File: config.mk
export PLATFORM = sky130hd
export DESIGN_NAME = alu_exec_stage
export DESIGN_NICKNAME = d
export VERILOG_FILES = /design/src/rtl/cpu_pkg.sv /design/src/rtl/alu_core.sv /design/src/rtl/alu_exec_stage.sv
export SDC_FILE = /design/constraint.sdc
export NUM_CORES = 1
export LEC_CHECK = 0
export CORE_AREA = 2 2 115 228
export DETAILED_ROUTE_END_ITERATION = 8
export DIE_AREA = 0 0 117 230
export PLACE_DENSITY_LB_ADDON = 0.12
export SLEW_MARGIN = 0
export SYNTH_ARGS = -nofsm -noshare
export SYNTH_HDL_FRONTEND = slang
export SYNTH_SLANG_ARGS = --single-unit
File: constraint.sdc
create_clock -name clk -period 2.5 [get_ports clk]
set_clock_uncertainty 0.1 [all_clocks]
set_input_delay 0.375 -clock clk [delete_from_list [all_inputs] [get_ports clk]]
set_output_delay 0.375 -clock clk [all_outputs]
set_load 0.01 [all_outputs]
File: src/rtl/cpu_pkg.sv
// rtl/cpu_pkg.sv - shared CPU constants: data width and ALU operation codes
package cpu_pkg;

  localparam int XLEN = 32;

  localparam logic [3:0] ALU_SLL  = 4'd0;
  localparam logic [3:0] ALU_SRA  = 4'd1;
  localparam logic [3:0] ALU_SRL  = 4'd2;
  localparam logic [3:0] ALU_ADD  = 4'd5;
  localparam logic [3:0] ALU_SUB  = 4'd6;
  localparam logic [3:0] ALU_AND  = 4'd7;
  localparam logic [3:0] ALU_OR   = 4'd8;
  localparam logic [3:0] ALU_XOR  = 4'd9;
  localparam logic [3:0] ALU_NOR  = 4'd10;
  localparam logic [3:0] ALU_SLT  = 4'd11;
  localparam logic [3:0] ALU_SLTU = 4'd12;

endpackage

File: src/rtl/alu_core.sv
// rtl/alu_core.sv - purely combinational ALU datapath with signed-overflow detect
module alu_core
  import cpu_pkg::*;
(
  input  logic [3:0]      i_aluop,
  input  logic [XLEN-1:0] i_a,
  input  logic [XLEN-1:0] i_b,
  output logic [XLEN-1:0] o_result,
  output logic            o_ovf
);

  logic [XLEN-1:0] w_sum;
  logic [XLEN-1:0] w_diff;
  logic            w_add_ovf;
  logic            w_sub_ovf;

  assign w_sum  = i_a + i_b;
  assign w_diff = i_a - i_b;
  // Subtraction overflows when the operands' signs differ, i.e. A and ~B agree.
  assign w_add_ovf = (i_a[XLEN-1] == i_b[XLEN-1]) && (w_sum[XLEN-1]  != i_a[XLEN-1]);
  assign w_sub_ovf = (i_a[XLEN-1] != i_b[XLEN-1]) && (w_diff[XLEN-1] != i_a[XLEN-1]);

  always_comb begin
    o_result = '0;
    o_ovf    = 1'b0;
    case (i_aluop)
      ALU_SLL:  o_result = i_b << i_a[4:0];
      ALU_SRA:  o_result = $unsigned($signed(i_b) >>> i_a[4:0]);
      ALU_SRL:  o_result = i_b >> i_a[4:0];
      ALU_ADD: begin
        o_result = w_sum;
        o_ovf    = w_add_ovf;
      end
      ALU_SUB: begin
        o_result = w_diff;
        o_ovf    = w_sub_ovf;
      end
      ALU_AND:  o_result = i_a & i_b;
      ALU_OR:   o_result = i_a | i_b;
      ALU_XOR:  o_result = i_a ^ i_b;
      ALU_NOR:  o_result = ~(i_a | i_b);
      ALU_SLT:  o_result = {{(XLEN-1){1'b0}}, ($signed(i_a) < $signed(i_b))};
      ALU_SLTU: o_result = {{(XLEN-1){1'b0}}, (i_a < i_b)};
      default: begin
        o_result = '0;
        o_ovf    = 1'b0;
      end
    endcase
  end

endmodule

File: src/rtl/alu_exec_stage.sv
// rtl/alu_exec_stage.sv - execute stage: valid/ready handshake around one output register
module alu_exec_stage
  import cpu_pkg::*;
(
  input  logic            clk,
  input  logic            rst,
  input  logic            in_valid,
  output logic            in_ready,
  input  logic [3:0]      in_aluop,
  input  logic [XLEN-1:0] in_src_a,
  input  logic [XLEN-1:0] in_src_b,
  input  logic            in_ovf_en,
  input  logic [4:0]      in_rd,
  input  logic            in_wen,
  input  logic            flush,
  output logic            out_valid,
  input  logic            out_ready,
  output logic [XLEN-1:0] out_result,
  output logic            out_zero,
  output logic            out_ovf,
  output logic [4:0]      out_rd,
  output logic            out_wen
);

  logic [XLEN-1:0] w_result;
  logic            w_core_ovf;
  logic            w_trap;
  logic            w_accept;

  logic            r_valid;
  logic [XLEN-1:0] r_result;
  logic            r_ovf;
  logic [4:0]      r_rd;
  logic            r_wen;

  alu_core u_alu_core (
    .i_aluop  (in_aluop),
    .i_a      (in_src_a),
    .i_b      (in_src_b),
    .o_result (w_result),
    .o_ovf    (w_core_ovf)
  );

  assign in_ready = !r_valid || out_ready;
  assign w_accept = in_valid && in_ready;
  assign w_trap   = in_ovf_en && w_core_ovf;

  always_ff @(posedge clk or posedge rst) begin
    if (rst) begin
      r_valid  <= 1'b0;
      r_result <= '0;
      r_ovf    <= 1'b0;
      r_rd     <= '0;
      r_wen    <= 1'b0;
    end else if (flush) begin
      r_valid <= 1'b0;
      r_ovf   <= 1'b0;
      r_wen   <= 1'b0;
    end else if (w_accept) begin
      r_valid  <= 1'b1;
      r_result <= w_result;
      r_ovf    <= w_trap;
      r_rd     <= in_rd;
      r_wen    <= in_wen && !w_trap;
    end else if (out_ready) begin
      r_valid <= 1'b0;
    end
  end

  assign out_valid  = r_valid;
  assign out_result = r_result;
  assign out_zero   = (r_result == '0);
  assign out_ovf    = r_ovf;
  assign out_rd     = r_rd;
  assign out_wen    = r_wen;

endmodule

==> implementation parameters <==
Parameter                              Value

Run status
  Outcome    complete, but fails checks
  Violations in the final reports    negative setup slack

Clock tree
  Latest clock arrival within the worst-skew pair    0.29 ns
  Clock buffer depth    2
  Clk pin slew, worst setup/hold paths    0.06 ns
  Deepest level of the CTS H-tree    2
  Post-cts hold buffer count    0
  Buffer cell driving the clock tree root    sky130_fd_sc_hd__clkbuf_16
  Number of buffers inserted during clock tree synthesis    5
  Number of clock sinks seen by CTS    40
  CTS tree    built

Logic synthesis
  Total standard cell area after synthesis    11100 um^2
  Warnings from Yosys    0
  Synthesis-stage register bit count    40
  Fraction of registers with async set or reset after synthesis    100%
  Synth area leaders    sky130_fd_sc_hd__ha_1, sky130_fd_sc_hd__dfrtp_1, sky130_fd_sc_hd__a21oi_1
  Mux cell area share after synthesis    14.1%
  Parity-gate share of the synthesized area counting xor and xnor cells    1.74%
  Avg Inst Size Synth    7.12 um^2
  Number of synthesized flops with an enable pin    0
  Synth Area in Compound Gates    33.6%
  Syn Nets    1747
  Prevailing post-synth register cell    sky130_fd_sc_hd__dfrtp_1
  Cells after Synth    1560
  Main combinational cell family by area after synthesis    compound AO/OA/AOI/OAI gates
  Share of the synthesized area in the top cell type    11.8%
  Sequential area share after synthesis    9.02%
  Biggest area consumer among synthesized cells    sky130_fd_sc_hd__ha_1
  Post-Synth Simple-Gate Area    21.5%
  Synth cell types    83
  Adder-Cell Fraction of Synth Area    12.2%

GRT
  Maximum number of pins on one net before global-route repair    72
  Wire length of the first global-routing pass    97200 um
  Total GRT Usage    48.2%
  Total congestion overflow after global routing    0
  Vias in the first global route    16600
  Number of antenna violations at the first check in global routing    0

Placement
  # port buffers    121
  Placer's final routability congestion estimate    1.11
  Count of placed standard cells including taps    2465
  Detailed placement HPWL    51300 um
  Cell area reported after detailed placement    16700 um^2

Drt
  Vias after detailed routing    16400
  DRC violation count after routing    0
  Violation count after the first detailed-routing iteration    1398
  Detailed-route wire length    67000 um
  Routed via count divided by cell count    6.47
  Routed wire length per instance    26.4 um
  Antenna Nets Post-Route    0
  Detailed Routing Iterations Pass 1    6

Timing
  Worst hold-check slack    0.206 ns
  Number of endpoints with negative hold slack in the final report    0
  Top achievable clock speed    344 MHz
  Worst slew slack as a fraction of its limit    50.7%
  Tmin final    2.90 ns
  RSZ-0062 raised after global routing    yes
  Fraction of the cycle the final worst path needs    116%
  Pins Over Slew Limit    0
  Post-route worst setup slack    -0.405 ns
  Transition time at the pin with the least slew margin    0.734 ns
  Finish-stage setup viols    31

Pwr
  P_leak    8.70 nW
  Power per cell area    311 nW/um^2
  IR Drop Worst-Case VDD    0.205 mV

Cells and area
  Layout cell share with drive strength beyond 1    49.3%
  ANT cells    0
  Final Core Density    78.7%
  # nets final    2383
  Filler cell count    1775
  Growth of design area from synthesis to finish    78.3%
  Final instance count without filler cells    2533
  Reg area    1000 um^2
  Total area of multi-input combinational cells    11400 um^2
  Post-route cell area    19800 um^2

Setup path
  Critical-path maximum fanout    4
  Data required, critical path    2.58 ns
  Data arrival time of the worst path    2.98 ns
  Worst Setup Path Type    input pin to flop
  Type of origin of the critical path    input pin
  Kind of capture point of the worst setup path    flop

Die
  Die height    230 um
  Boundary Pins    122
  Area enclosed by the die boundary    26900 um^2
  Total number of placement rows    82
  Total core area    25100 um^2
  Starting density of the core    44.2%
  Horizontal extent of the die    117 um

Hold path
  Min-Delay Path Class    input pin to asynchronous set/reset pin

Flow run
  Number of max-cap violations    0
worst max-delay path, stage by stage:
cell and delay [ns]:
sky130_fd_sc_hd__buf_8 0.08, sky130_fd_sc_hd__inv_4 0.03, sky130_fd_sc_hd__buf_6 0.11, sky130_fd_sc_hd__ha_4 0.23
sky130_fd_sc_hd__a21oi_4 0.17, sky130_fd_sc_hd__nor2b_4 0.06, sky130_fd_sc_hd__a311o_1 0.34, sky130_fd_sc_hd__a311o_2 0.46
sky130_fd_sc_hd__a211oi_2 0.20, sky130_fd_sc_hd__buf_4 0.18, sky130_fd_sc_hd__a31oi_4 0.11, sky130_fd_sc_hd__buf_6 0.14
sky130_fd_sc_hd__o22ai_4 0.16, sky130_fd_sc_hd__o22ai_2 0.11, sky130_fd_sc_hd__a32o_1 0.22
Yosys cell counts (6+ instances only):
cell,number
sky130_fd_sc_hd__nor2_1,155
sky130_fd_sc_hd__nand2_1,154
sky130_fd_sc_hd__a21oi_1,140
sky130_fd_sc_hd__ha_1,105
sky130_fd_sc_hd__o21ai_0,94
sky130_fd_sc_hd__inv_1,93
sky130_fd_sc_hd__clkbuf_1,76
sky130_fd_sc_hd__mux2i_1,54
sky130_fd_sc_hd__a211oi_1,52
sky130_fd_sc_hd__nor3_1,47
sky130_fd_sc_hd__dfrtp_1,40
sky130_fd_sc_hd__nand3_1,31
sky130_fd_sc_hd__mux4_2,30
sky130_fd_sc_hd__nor2b_1,26
sky130_fd_sc_hd__mux2_2,25
sky130_fd_sc_hd__o211ai_1,24
sky130_fd_sc_hd__xnor2_1,21
sky130_fd_sc_hd__buf_2,19
sky130_fd_sc_hd__a21o_1,18
sky130_fd_sc_hd__and3_1,18
sky130_fd_sc_hd__nand2b_1,18
sky130_fd_sc_hd__a31oi_1,17
sky130_fd_sc_hd__o31ai_1,17
sky130_fd_sc_hd__a221oi_1,16
sky130_fd_sc_hd__o22ai_1,16
sky130_fd_sc_hd__o21bai_1,15
sky130_fd_sc_hd__a22oi_1,14
sky130_fd_sc_hd__nor4_1,12
sky130_fd_sc_hd__o21a_1,12
sky130_fd_sc_hd__buf_1,11
sky130_fd_sc_hd__o31a_1,10
sky130_fd_sc_hd__or2_2,9
sky130_fd_sc_hd__a211o_1,8
sky130_fd_sc_hd__a222oi_1,8
sky130_fd_sc_hd__and2_1,8
sky130_fd_sc_hd__nor3b_1,8
sky130_fd_sc_hd__o2111ai_1,8
sky130_fd_sc_hd__a221o_1,7
sky130_fd_sc_hd__a22o_1,7
sky130_fd_sc_hd__nand4_1,7
sky130_fd_sc_hd__a2111oi_0,6
sky130_fd_sc_hd__buf_4,6
sky130_fd_sc_hd__or3_1,6
cell type report:
class | instances | area share (%)
multi-input combinational | 1306 | 57.5
timing repair buffer | 745 | 32.4
sequential | 40 | 5.06
clock inverter | 3 | 0.0948
tap | 336 | 2.12
clock buffer | 5 | 0.632
inverter | 98 | 2.17
state kept, by name (all words and copies together), names as in the netlist:
register	flops
out_wen	1
out_rd	5
out_result	32
out_ovf	1
out_valid	1
placed cells by master (no fill, tap or decap), types with 34 or more instances in the layout:
master,synthesis,routed
sky130_fd_sc_hd__dfrtp_1,40,40
sky130_fd_sc_hd__buf_4,6,543
sky130_fd_sc_hd__inv_1,93,57
sky130_fd_sc_hd__clkdlybuf4s50_1,0,58
sky130_fd_sc_hd__nand2_1,154,148
sky130_fd_sc_hd__buf_6,4,69
sky130_fd_sc_hd__nor3_1,47,34
sky130_fd_sc_hd__o21ai_0,94,53
sky130_fd_sc_hd__mux2i_1,54,35
sky130_fd_sc_hd__ha_1,105,60
sky130_fd_sc_hd__a21oi_2,1,34
sky130_fd_sc_hd__nor2_1,155,135
sky130_fd_sc_hd__ha_4,0,35
sky130_fd_sc_hd__a21oi_1,140,98
stage by stage:
stage / worst slack (ns) / power [mW] / setup TNS [ns]
5_1_grt: -0.447 / 6.42 / -9.91
2_1_floorplan: -0.652 / 2.55 / -13.51
4_1_cts: -0.372 / 5.73 / -7.01
3_3_place_gp: -1.55 / 4.50 / -35.46
6_report: -0.405 / 6.16 / -8.05
3_5_place_dp: -1.45 / 4.55 / -36.47
routing by layer:
metal	vias up	share of wire [%]	global-route usage (%)	wire [um]
met5	-	0	0	0
met4	0	13	46.5	8460
met3	473	8.6	10.3	5730
met2	1092	48	81.1	31900
met1	7735	31	46.8	20900
li1	7098	-	-	-
path summary, 6_finish.rpt:
check	from	endpoint	slack, ns	cells past startpoint
max in group asynchronous	rst	out_result[29]	1.50	3
min in group clk	out_rd[0]	out_rd[0]	0.38	2
min	rst	out_rd[3]	0.21	2
max	in_src_b[1]	out_wen	-0.40	15
max reg2reg	out_valid	out_result[30]	0.10	8
min reg2reg	out_rd[0]	out_rd[0]	0.38	2
power by group:
| part | internal, mW | leakage (nW) | switching, mW |
|---|---|---|---|
| logic | 2.25 | 8.10 | 2.45 |
| clock network | 0.367 | 0.0736 | 0.258 |
| registers | 0.738 | 0.527 | 0.0928 |
| total | 3.36 | 8.70 | 2.80 |
what timing repair did:
| item | in CTS | in global routing |
|---|---|---|
| setup endpoints to repair | 35 | 35 |
| pin swaps | 124 | 115 |
| setup buffers | 49 | 27 |
| resized for setup | 525 | 180 |
| cloned | 4 | 0 |
logic make-up after synthesis:
kind of cell	count (synthesis)
xor+xnor	22
fa+ha+maj	107
compound gates	552
flops	40
simple gates	513
mux	112
buf+inv	214
No activity file was read; power rests on OpenSTA's default activity.
==> RTL change: new RTL, same settings <==
The package constant `XLEN` goes from 32 to 48.
--- a/src/rtl/cpu_pkg.sv
+++ b/src/rtl/cpu_pkg.sv
@@ -1,7 +1,7 @@
 // rtl/cpu_pkg.sv - shared CPU constants: data width and ALU operation codes
 package cpu_pkg;
 
-  localparam int XLEN = 32;
+  localparam int XLEN = 48;
 
   localparam logic [3:0] ALU_SLL  = 4'd0;
   localparam logic [3:0] ALU_SRA  = 4'd1;
Interface: changed (resized in_src_a, in_src_b and out_result); port bits go from 122 to 170. No check against the original RTL was run, so the function may have changed too.
==> RTL change against the unedited design <==
The run now fails in clock tree synthesis; synthesized area up 39%.
==> RTL change: results (changes against the unedited design) <==
{| class="wikitable"
! Metric !! Value
|-
| Outcome || stopped before the end
|-
| Failed at || clock tree synthesis
|-
| First error line in the log || [ERROR DPL-0038] Utilization greater than 100%, impossible to legalize
|-
| Clock sinks || 56 (+40%)
|-
| Xor and xnor area share after synthesis || 0.5668% (-1.2 points)
|-
| Worst setup slack after placement || -1.863 ns (-0.4158 ns)
|-
| Post-synthesis compound-gate area fraction || 33.43% (-0.12 points)
|-
| Clock tree buffer depth || 2 (unchanged)
|-
| Resized cells post-CTS || 710 (+35%)
|-
| Detailed placement HPWL || 75,730 um (+48%)
|-
| Commonest cells post-synth || 303 x sky130_fd_sc_hd__nor2_1, 218 x sky130_fd_sc_hd__a21oi_1, 178 x sky130_fd_sc_hd__nand2_1
|-
| Leading cell types by total area after synthesis || sky130_fd_sc_hd__ha_1 12%, sky130_fd_sc_hd__mux4_2 12%, sky130_fd_sc_hd__dfrtp_1 9.1%
|-
| Fraction of the mapped netlist area in adder cells || 12.40% (+0.21 points)
|-
| Placed standard-cell area || 22,980 um2 (+37%)
|-
| Most frequently used flop master after synthesis || sky130_fd_sc_hd__dfrtp_1
|-
| TritonCTS buffer count || 5 (unchanged)
|-
| Yosys cell types || 94 (+13%)
|-
| Proportion of synthesized area in mux cells || 16.13% (+2.1 points)
|-
| Part of the Yosys area used for sequential elements || 9.068% (+0.052 points)
|-
| Net count of the mapped netlist || 2,415 (+38%)
|-
| Number of levels in the clock H-tree || 2 (unchanged)
|-
| Average size of a mapped cell || 7.184 um2 (+0.95%)
|-
| # Post-CTS Setup Buffers || 82 (+67%)
|-
| Clock root buffer || sky130_fd_sc_hd__clkbuf_16
|-
| Final estimated routing congestion in global placement || 1.248 (+13%)
|-
| Placed Cells || 3,254 (+32%)
|-
| Buffers added on ports || 169 (+40%)
|-
| Synthesis Warnings || 0 (unchanged)
|-
| Proportion of register bits with asynchronous set or reset after synthesis || 100.0% (unchanged)
|}
[RTL change: cell types whose count changed after synthesis, moves of 24 or more]
cell                       unedited run  this run
sky130_fd_sc_hd__nand2_1            154       178
sky130_fd_sc_hd__o21ai_1              4        28
sky130_fd_sc_hd__clkbuf_1            76       122
sky130_fd_sc_hd__a221oi_1            16        49
sky130_fd_sc_hd__a211oi_1            52        26
sky130_fd_sc_hd__inv_1               93       140
sky130_fd_sc_hd__mux4_2              30        82
sky130_fd_sc_hd__a21oi_1            140       218
sky130_fd_sc_hd__nor2_1             155       303
sky130_fd_sc_hd__o21ai_0             94       130
sky130_fd_sc_hd__ha_1               105       150
[RTL change: kinds of logic after synthesis]
group | after synthesis
muxes | 146
xor gates and xnor gates | 10
adders and majority gates | 152
DFF | 56
and+or+nand+nor | 697
buffers and inverters | 319
AOI/OAI and AO/OA | 771
